--- src/rtl/imm_pkg.sv ---
// Shared opcode constants, immediate format codes and skid states
// for the registered immediate-extraction stage.
package imm_pkg;

    localparam logic [6:0] OPC_LUI     = 7'b0110111;
    localparam logic [6:0] OPC_AUIPC   = 7'b0010111;
    localparam logic [6:0] OPC_JAL     = 7'b1101111;
    localparam logic [6:0] OPC_JALR    = 7'b1100111;
    localparam logic [6:0] OPC_BRANCH  = 7'b1100011;
    localparam logic [6:0] OPC_LOAD    = 7'b0000011;
    localparam logic [6:0] OPC_STORE   = 7'b0100011;
    localparam logic [6:0] OPC_OPIMM   = 7'b0010011;
    localparam logic [6:0] OPC_OP      = 7'b0110011;
    localparam logic [6:0] OPC_FENCE   = 7'b0001111;
    localparam logic [6:0] OPC_SYSTEM  = 7'b1110011;
    localparam logic [6:0] OPC_OPIMM32 = 7'b0011011;
    localparam logic [6:0] OPC_OP32    = 7'b0111011;

    typedef enum logic [2:0] {
        FMT_R = 3'd0,
        FMT_I = 3'd1,
        FMT_S = 3'd2,
        FMT_B = 3'd3,
        FMT_U = 3'd4,
        FMT_J = 3'd5,
        FMT_Z = 3'd6
    } imm_fmt_t;

    typedef enum logic [1:0] {
        SK_EMPTY = 2'd0,
        SK_ONE   = 2'd1,
        SK_TWO   = 2'd2
    } skid_state_t;

endpackage

--- src/rtl/imm_decode_core.sv ---
// Combinational instruction -> immediate/format/illegal decoder.
// All immediates are built as 32-bit signed values, then sign-extended.
module imm_decode_core
    import imm_pkg::*;
#(
    parameter int XLEN = 32
) (
    input  logic [31:0]     insn,
    output logic [XLEN-1:0] imm,
    output imm_fmt_t        fmt,
    output logic            illegal
);

    localparam bit RV64 = (XLEN == 64);

    logic [6:0]         opc;
    logic [2:0]         f3;
    logic               wide_shamt;
    logic signed [31:0] imm32;
    logic signed [31:0] i_imm;
    logic signed [31:0] s_imm;
    logic signed [31:0] b_imm;
    logic signed [31:0] u_imm;
    logic signed [31:0] j_imm;
    logic signed [31:0] z_imm;

    assign opc = insn[6:0];
    assign f3  = insn[14:12];

    assign wide_shamt = ((f3 == 3'b001) || (f3 == 3'b101)) && insn[25];

    assign i_imm = {{20{insn[31]}}, insn[31:20]};
    assign s_imm = {{20{insn[31]}}, insn[31:25], insn[11:7]};
    assign b_imm = {{19{insn[31]}}, insn[31], insn[7],
                    insn[30:25], insn[11:8], 1'b0};
    assign u_imm = {insn[31:12], 12'b0};
    assign j_imm = {{11{insn[31]}}, insn[31], insn[19:12],
                    insn[20], insn[30:21], 1'b0};
    assign z_imm = {27'b0, insn[19:15]};

    // Opcode decode; unknown opcodes yield a clean zero result
    always_comb begin
        imm32   = '0;
        fmt     = FMT_R;
        illegal = 1'b0;
        unique case (1'b1)
            (opc == OPC_LUI) || (opc == OPC_AUIPC): begin
                fmt   = FMT_U;
                imm32 = u_imm;
            end
            (opc == OPC_JAL): begin
                fmt   = FMT_J;
                imm32 = j_imm;
            end
            (opc == OPC_JALR) || (opc == OPC_LOAD) ||
            (opc == OPC_FENCE): begin
                fmt   = FMT_I;
                imm32 = i_imm;
            end
            (opc == OPC_OPIMM): begin
                fmt     = FMT_I;
                imm32   = i_imm;
                illegal = !RV64 && wide_shamt;
            end
            (opc == OPC_BRANCH): begin
                fmt   = FMT_B;
                imm32 = b_imm;
            end
            (opc == OPC_STORE): begin
                fmt   = FMT_S;
                imm32 = s_imm;
            end
            (opc == OPC_OP): begin
                fmt = FMT_R;
            end
            (opc == OPC_SYSTEM): begin
                fmt   = f3[2] ? FMT_Z : FMT_I;
                imm32 = f3[2] ? z_imm : i_imm;
            end
            (opc == OPC_OPIMM32): begin
                fmt     = FMT_I;
                imm32   = i_imm;
                illegal = !RV64;
            end
            (opc == OPC_OP32): begin
                fmt     = FMT_R;
                illegal = !RV64;
            end
            default: begin
                illegal = 1'b1;
            end
        endcase
    end

    assign imm = XLEN'(imm32);

endmodule

--- src/rtl/immx_pipe.sv ---
// Registered immediate-extraction stage with optional two-entry skid
// buffer; decode happens on the input side, results are held in flops.
module immx_pipe
    import imm_pkg::*;
#(
    parameter int XLEN  = 32,
    parameter int TAG_W = 32,
    parameter int SKID  = 1
) (
    input  logic             clk,
    input  logic             reset,
    input  logic             flush,
    input  logic             in_valid,
    output logic             in_ready,
    input  logic [31:0]      in_insn,
    input  logic [TAG_W-1:0] in_tag,
    output logic             out_valid,
    input  logic             out_ready,
    output logic [XLEN-1:0]  out_imm,
    output logic [2:0]       out_fmt,
    output logic             out_illegal,
    output logic [TAG_W-1:0] out_tag
);

    logic [XLEN-1:0]  dec_imm;
    imm_fmt_t         dec_fmt;
    logic             dec_ill;

    skid_state_t      state;
    skid_state_t      state_nx;
    logic             rdy_q;
    logic             acc;
    logic             dlv;
    logic             ld_out;
    logic             ld_skid;
    logic             mv_skid;

    logic [XLEN-1:0]  sk_imm;
    logic [2:0]       sk_fmt;
    logic             sk_ill;
    logic [TAG_W-1:0] sk_tag;

    imm_decode_core #(.XLEN(XLEN)) u_dec (
        .insn    (in_insn),
        .imm     (dec_imm),
        .fmt     (dec_fmt),
        .illegal (dec_ill)
    );

    assign out_valid = (state != SK_EMPTY);
    assign in_ready  = (SKID != 0) ? rdy_q : (!out_valid || out_ready);
    assign acc       = in_valid && in_ready;
    assign dlv       = out_valid && out_ready;

    // Occupancy next-state and register load strobes; flush wins
    always_comb begin
        state_nx = state;
        ld_out   = 1'b0;
        ld_skid  = 1'b0;
        mv_skid  = 1'b0;
        if (flush) begin
            state_nx = SK_EMPTY;
        end else begin
            case (state)
                SK_EMPTY: begin
                    if (acc) begin
                        state_nx = SK_ONE;
                        ld_out   = 1'b1;
                    end
                end
                SK_ONE: begin
                    if (acc && dlv) begin
                        ld_out = 1'b1;
                    end else if (acc) begin
                        state_nx = SK_TWO;
                        ld_skid  = 1'b1;
                    end else if (dlv) begin
                        state_nx = SK_EMPTY;
                    end
                end
                SK_TWO: begin
                    if (dlv) begin
                        state_nx = SK_ONE;
                        mv_skid  = 1'b1;
                    end
                end
                default: begin
                    state_nx = SK_EMPTY;
                end
            endcase
        end
    end

    // State register; in_ready flop is a pure function of next state
    always_ff @(posedge clk or posedge reset) begin
        if (reset) begin
            state <= SK_EMPTY;
            rdy_q <= 1'b1;
        end else begin
            state <= state_nx;
            rdy_q <= (state_nx != SK_TWO);
        end
    end

    // Output and skid data registers
    always_ff @(posedge clk or posedge reset) begin
        if (reset) begin
            out_imm     <= '0;
            out_fmt     <= '0;
            out_illegal <= 1'b0;
            out_tag     <= '0;
            sk_imm      <= '0;
            sk_fmt      <= '0;
            sk_ill      <= 1'b0;
            sk_tag      <= '0;
        end else begin
            if (ld_out) begin
                out_imm     <= dec_imm;
                out_fmt     <= dec_fmt;
                out_illegal <= dec_ill;
                out_tag     <= in_tag;
            end else if (mv_skid) begin
                out_imm     <= sk_imm;
                out_fmt     <= sk_fmt;
                out_illegal <= sk_ill;
                out_tag     <= sk_tag;
            end
            if (ld_skid) begin
                sk_imm <= dec_imm;
                sk_fmt <= dec_fmt;
                sk_ill <= dec_ill;
                sk_tag <= in_tag;
            end
        end
    end

endmodule

--- config.mk ---
export PLATFORM = sky130hd
export DESIGN_NAME = immx_pipe
export DESIGN_NICKNAME = d
export VERILOG_FILES = /design/src/rtl/imm_pkg.sv /design/src/rtl/imm_decode_core.sv /design/src/rtl/immx_pipe.sv
export SDC_FILE = /design/constraint.sdc
export NUM_CORES = 1
export LEC_CHECK = 0
export ABC_AREA = 1
export BUFFER_PORTS_ARGS = -buffer_cell sky130_fd_sc_hd__buf_4
export CELL_PAD_IN_SITES_DETAIL_PLACEMENT = 1
export CELL_PAD_IN_SITES_GLOBAL_PLACEMENT = 2
export CORE_UTILIZATION = 31
export DETAILED_ROUTE_END_ITERATION = 12
export PLACE_DENSITY = 0.82
export SYNTH_ARGS = -nofsm -noshare
export SYNTH_HDL_FRONTEND = slang
export SYNTH_SLANG_ARGS = --single-unit
--- constraint.sdc ---
create_clock -name clk -period 5.48 [get_ports clk]
set_clock_uncertainty 0.05 [all_clocks]
set_input_delay 1.096 -clock clk [delete_from_list [all_inputs] [get_ports clk]]
set_output_delay 1.096 -clock clk [all_outputs]
set_load 0.02 [all_outputs]
### Word level (Yosys, flattened, before mapping)

Cells that the tools add are included.

* equal/unequal tests: 17
* multiplexer cells: 30
* reduce and logical (&&, ||, !) cells: 13

Operators by type and width (count)
* $pmux 32 s6: 1
* $mux 32: 5
* $eq 7x7->1 const B: 4
* $eq 7x5->1 const B: 3
* $eq 7x6->1 const B: 3
* $pmux 3 s6: 1
* $mux 2: 6
* $mux 1: 11
* $mux 3: 3
* $eq 7x2->1 const B: 1
* $eq 7x4->1 const B: 1
* $reduce_or 7->1: 1
* $pmux 2 s3: 1
* $logic_and 1x1->1: 4
* $logic_or 1x1->1: 4
* $pmux 1 s2: 2
* $reduce_bool 2->1: 2
* $eq 3x1->1 const B: 1
* $eq 3x3->1 const B: 1
* $reduce_or 3->1: 1
* $eq 2x1->1 const B: 1
* $eq 2x2->1 const B: 1
* $logic_not 2->1: 1
* $ne 2x2->1 const B: 1

* register bits: 139
* logic and storage cells: 70

### Depth between registers and ports, before layout

* depth in word-level cells: 8
* depth in mapped cells: 12
* depth with buffers taken out: 12

### By module

A second synthesis with hierarchy kept.

* cell total of the unflattened synthesis: 1074
* area total of the unflattened synthesis: 7653.6 um^2

By module, submodules not included
* immx_pipe: times used 1, cells each 843, area each 6556.3 um^2, sequential area each 3479.6 um^2
* imm_decode_core: times used 1, cells each 231, area each 1097.3 um^2, sequential area each 0.0 um^2

### Worst setup path before layout

OpenSTA, ideal clock, no wires.

* path kind: input port to flip-flop
* start point: input port in_insn[1]
* end point: register out_imm[20]
* setup time: 117 ps
* arrival time: 2111 ps
* data required time: 5313 ps
* setup slack: 3202 ps
* cell stages on the path: 11
* cell sequence: nand2_1 > inv_2 > nand2_1 > nand2_1 > nand2_1 > nand3_2 > nand2_2 > buf_4 > nand4_1 > nor2_1 > nor2_1

* word-level cells in the longest chain between the ends: 6
* elaborated cells between the ends (all ways): 17
* those cells by class: 11 x eq/ne; 2 x mux; 4 x reduce/logical

Ends and longest elaborated chain
* start: declaration: line immx_pipe.sv:15 `input logic [31:0] in_insn,`
* $eq 7x7->1 or $eq 7x2->1 (tied branches): line imm_decode_core.sv:55 `(opc == OPC_JALR) || (opc == OPC_LOAD) ||`
* $logic_or 1x1->1 (2 in series): line imm_decode_core.sv:55
* $reduce_or 3->1 (no source line)
* $pmux 32 s6 *: line imm_decode_core.sv:46 `unique case (1'b1)`
* $mux 32 *: line immx_pipe.sv:117 `if (ld_out) begin`
* end signal: assignment: line immx_pipe.sv:118 `out_imm <= dec_imm;`
* end signal: assignment: line immx_pipe.sv:123 `out_imm <= sk_imm;`
* end: declaration: line immx_pipe.sv:19 `output logic [XLEN-1:0] out_imm,`

Every way passes the cells marked *; elsewhere a longest branch is shown, timed or not.
A chain may end at the register's enable or synchronous reset.

### Final worst setup path

* start point: input port in_valid
* end point: register out_tag[14]

* word-level cells in the longest chain between the ends: 6
* elaborated cells between the ends (all ways): 8
* those cells by class: 5 x mux; 3 x reduce/logical

Ends and longest elaborated chain
* start: declaration: line immx_pipe.sv:13 `input logic in_valid,`
* $logic_and 1x1->1 *: line immx_pipe.sv:52 `assign acc = in_valid && in_ready;`
* $logic_and 1x1->1: line immx_pipe.sv:72 `if (acc && dlv) begin`
* $mux 1: line immx_pipe.sv:72
* $pmux 1 s2 *: line immx_pipe.sv:64 `case (state)`
* $mux 1 *: line immx_pipe.sv:61 `if (flush) begin`
* $mux 32 or $reduce_bool 2->1 (tied branches)
* end signal: assignment: line immx_pipe.sv:121 `out_tag <= in_tag;`
* end signal: assignment: line immx_pipe.sv:126 `out_tag <= sk_tag;`
* end: declaration: line immx_pipe.sv:22 `output logic [TAG_W-1:0] out_tag`

Marked as above.

==> results.tsv <==
metric	value	unit
hold_viol	0	
p_per_area	387.7	nW/um2
clk_path_buf_depth	2	
gp_congestion	0.8584	
holdBufCountCts	0	
finalMaxSlewViolations	0	
ant_nets	0	
final_common_cell	nand2_1	
drive_above_1_share	0.1921	
worstPathRequired	5.75	ns
max-slew-margin-rel	0.3212	
fmax	338.1	MHz
drt_pass1_iterations	9	
cts-root-buf	clkbuf_16	
track_usage	0.1931	
fin_setup_tns	0	ns
syn_nets	1004	
outcome	complete, but fails checks	
netlist_instances	935	
cp-start-kind	primary input	
final_core_util	0.4015	
num_rows	54	
route.detailed.drc	13	
cts_tree	built	
finalCriticalPeriod	2.958	ns
cts-buffers-inserted	17	
clock-sinks	139	
yosys_warnings	0	
crit_path_end_kind	flip-flop	
core_region_area	21960	um2
synth_edf_count	0	
die_height	152.2	um
grt_max_degree	109	
fin_crit_sh	0.5397	
p_leak	4.586	nW
path_clk_slew	0.06	ns
final_cell_mix	nand2_1, buf_4, dfrtp_1	
cp.arrival	3.23	ns
grt_pass1_vias	6557	
wirelength	21.40	mm
vdd_drop_max	0.1648	mV
max_cap_viol_count	0	
fill_cells	2725	
clk_latency	0.42	ns
wire_per_inst	16.01	um
timing.reg2reg.setup_slack	2.76	ns
boundaryPins	139	
ys.flop_type	dfrtp_1	
ys_seq_area_frac	0.4972	
grt_first_pass_wirelength	35.53	mm
dpl.hpwl	14.01	mm
hold_class	flip-flop to flip-flop	
syn_area	6998	um2
synth_cell_types	30	
avgSynthCellArea	7.484	um2
antenna_cells	0	
async_flop_share	1.000	
cts_setup_buffers	0	
nNetsFinal	1114	
first_iter_violations	247	
start_util	0.3187	
setup_viol	0	
violations	design-rule violations	
rsz0062_at_grt	no	
worst_pin_slew	1.018	ns
cts_resized	0	
cts_max_level	4	
area_delta_synth_final	25.98	%
grt_overflow	0	
die_w	152.2	um
ys_ff_latch	139	
antenna_found_initial	0	
port_buffers	138	
die_area	23180	um2
vias	6362	
routed_via_density	4.758	
critPathMaxFanout	42	
path_class	primary input to flip-flop	
-- path summary, 6_finish.rpt --
check                                        from                      end  depth (start not counted)
min                        sk_imm[20]$_DFFE_PP0P_   sk_imm[20]$_DFFE_PP0P_                          2
max                                      in_valid  out_tag[14]$_DFFE_PP0P_                         12
min in group asynchronous                   reset       state[1]$_DFF_PP0_                          2
max in group asynchronous                   reset   sk_imm[18]$_DFFE_PP0P_                          3
max reg2reg                    state[0]$_DFF_PP0_  out_tag[14]$_DFFE_PP0P_                          9
min reg2reg                sk_imm[20]$_DFFE_PP0P_   sk_imm[20]$_DFFE_PP0P_                          2
-- final cells by class --
type | count | area [um2] | share of cell area
Clock inverter | 10 | 187.7 | 0.02129
Sequential cell | 139 | 3480 | 0.3947
Timing Repair Buffer | 144 | 1081 | 0.1226
Tap cell | 280 | 350.3 | 0.03974
Inverter | 82 | 312.8 | 0.03548
Clock buffer | 21 | 470.5 | 0.05336
Multi-Input combinational cell | 661 | 2934 | 0.3328
-- cell usage after synthesis (2+ instances only) --
cell,count,share of area
nor2_1,104,0.056
a21oi_1,3,0.0021
nand2_1,393,0.21
nor2_4,2,0.0032
nand2_2,2,0.0018
o21ai_0,40,0.029
nor3_1,4,0.0029
nand3_2,3,0.0043
dfrtp_1,138,0.49
buf_6,4,0.0064
o21ai_1,2,0.0014
inv_2,8,0.0043
inv_1,74,0.040
clkbuf_1,17,0.0091
nand4_2,6,0.011
o211ai_1,34,0.036
buf_2,24,0.017
buf_4,8,0.0086
nand3_1,25,0.018
nand4_1,34,0.030
-- registers in the layout, indices dropped and copies added, names as in the netlist --
register	flops
in_ready	1
state	2
out_tag	32
out_illegal	1
sk_ill	1
out_fmt	3
sk_fmt	3
out_imm	32
sk_tag	32
sk_imm	32
-- per-layer routing --
metal	up-vias	part of all wire	track usage
li1	3158	-	-
met1	3064	0.49	0.2726
met2	126	0.46	0.3046
met3	14	0.041	0.03527
met4	0	0.0091	0.04859
met5	-	0	0
-- through the flow --
step	power, mW	setup slack [ns]	cells	area (um2)	hold slack (ns)
after detailed placement	2.159	2.049	1306	8158	0.4153
after floorplan	1.804	0.6111	935	6998	0.3992
after global routing	3.604	2.227	1337	8816	0.4469
after CTS	3.465	2.492	1337	8816	0.4319
after global placement	2.138	2.156	1306	8158	0.4128
final	3.418	2.522	1337	8816	0.4290
-- critical path: stages --
cell,delay (ns)
buf_4,0.10
nand2_1,0.08
inv_1,0.05
nand2_1,0.05
inv_1,0.06
nand3_2,0.07
buf_4,0.41
inv_2,0.09
nor2_2,0.61
buf_4,0.39
nand2_1,0.11
o211ai_1,0.10
-- kinds of logic (layout without fill, tap and decap cells) --
kind of cell	after synthesis	in the layout	synth area share
AND/OR/NAND/NOR	576	576	0.3426
flip-flops	139	139	0.4972
buffers and inverters	135	257	0.08529
AO/OA/AOI/OAI	85	85	0.07492
-- power by group --
part           internal [mW]  switching, mW
sequential              1.24          0.112
clock                  0.843          0.444
combinational          0.313          0.465
total                   2.40           1.02
(Power assumes the default switching activity.)
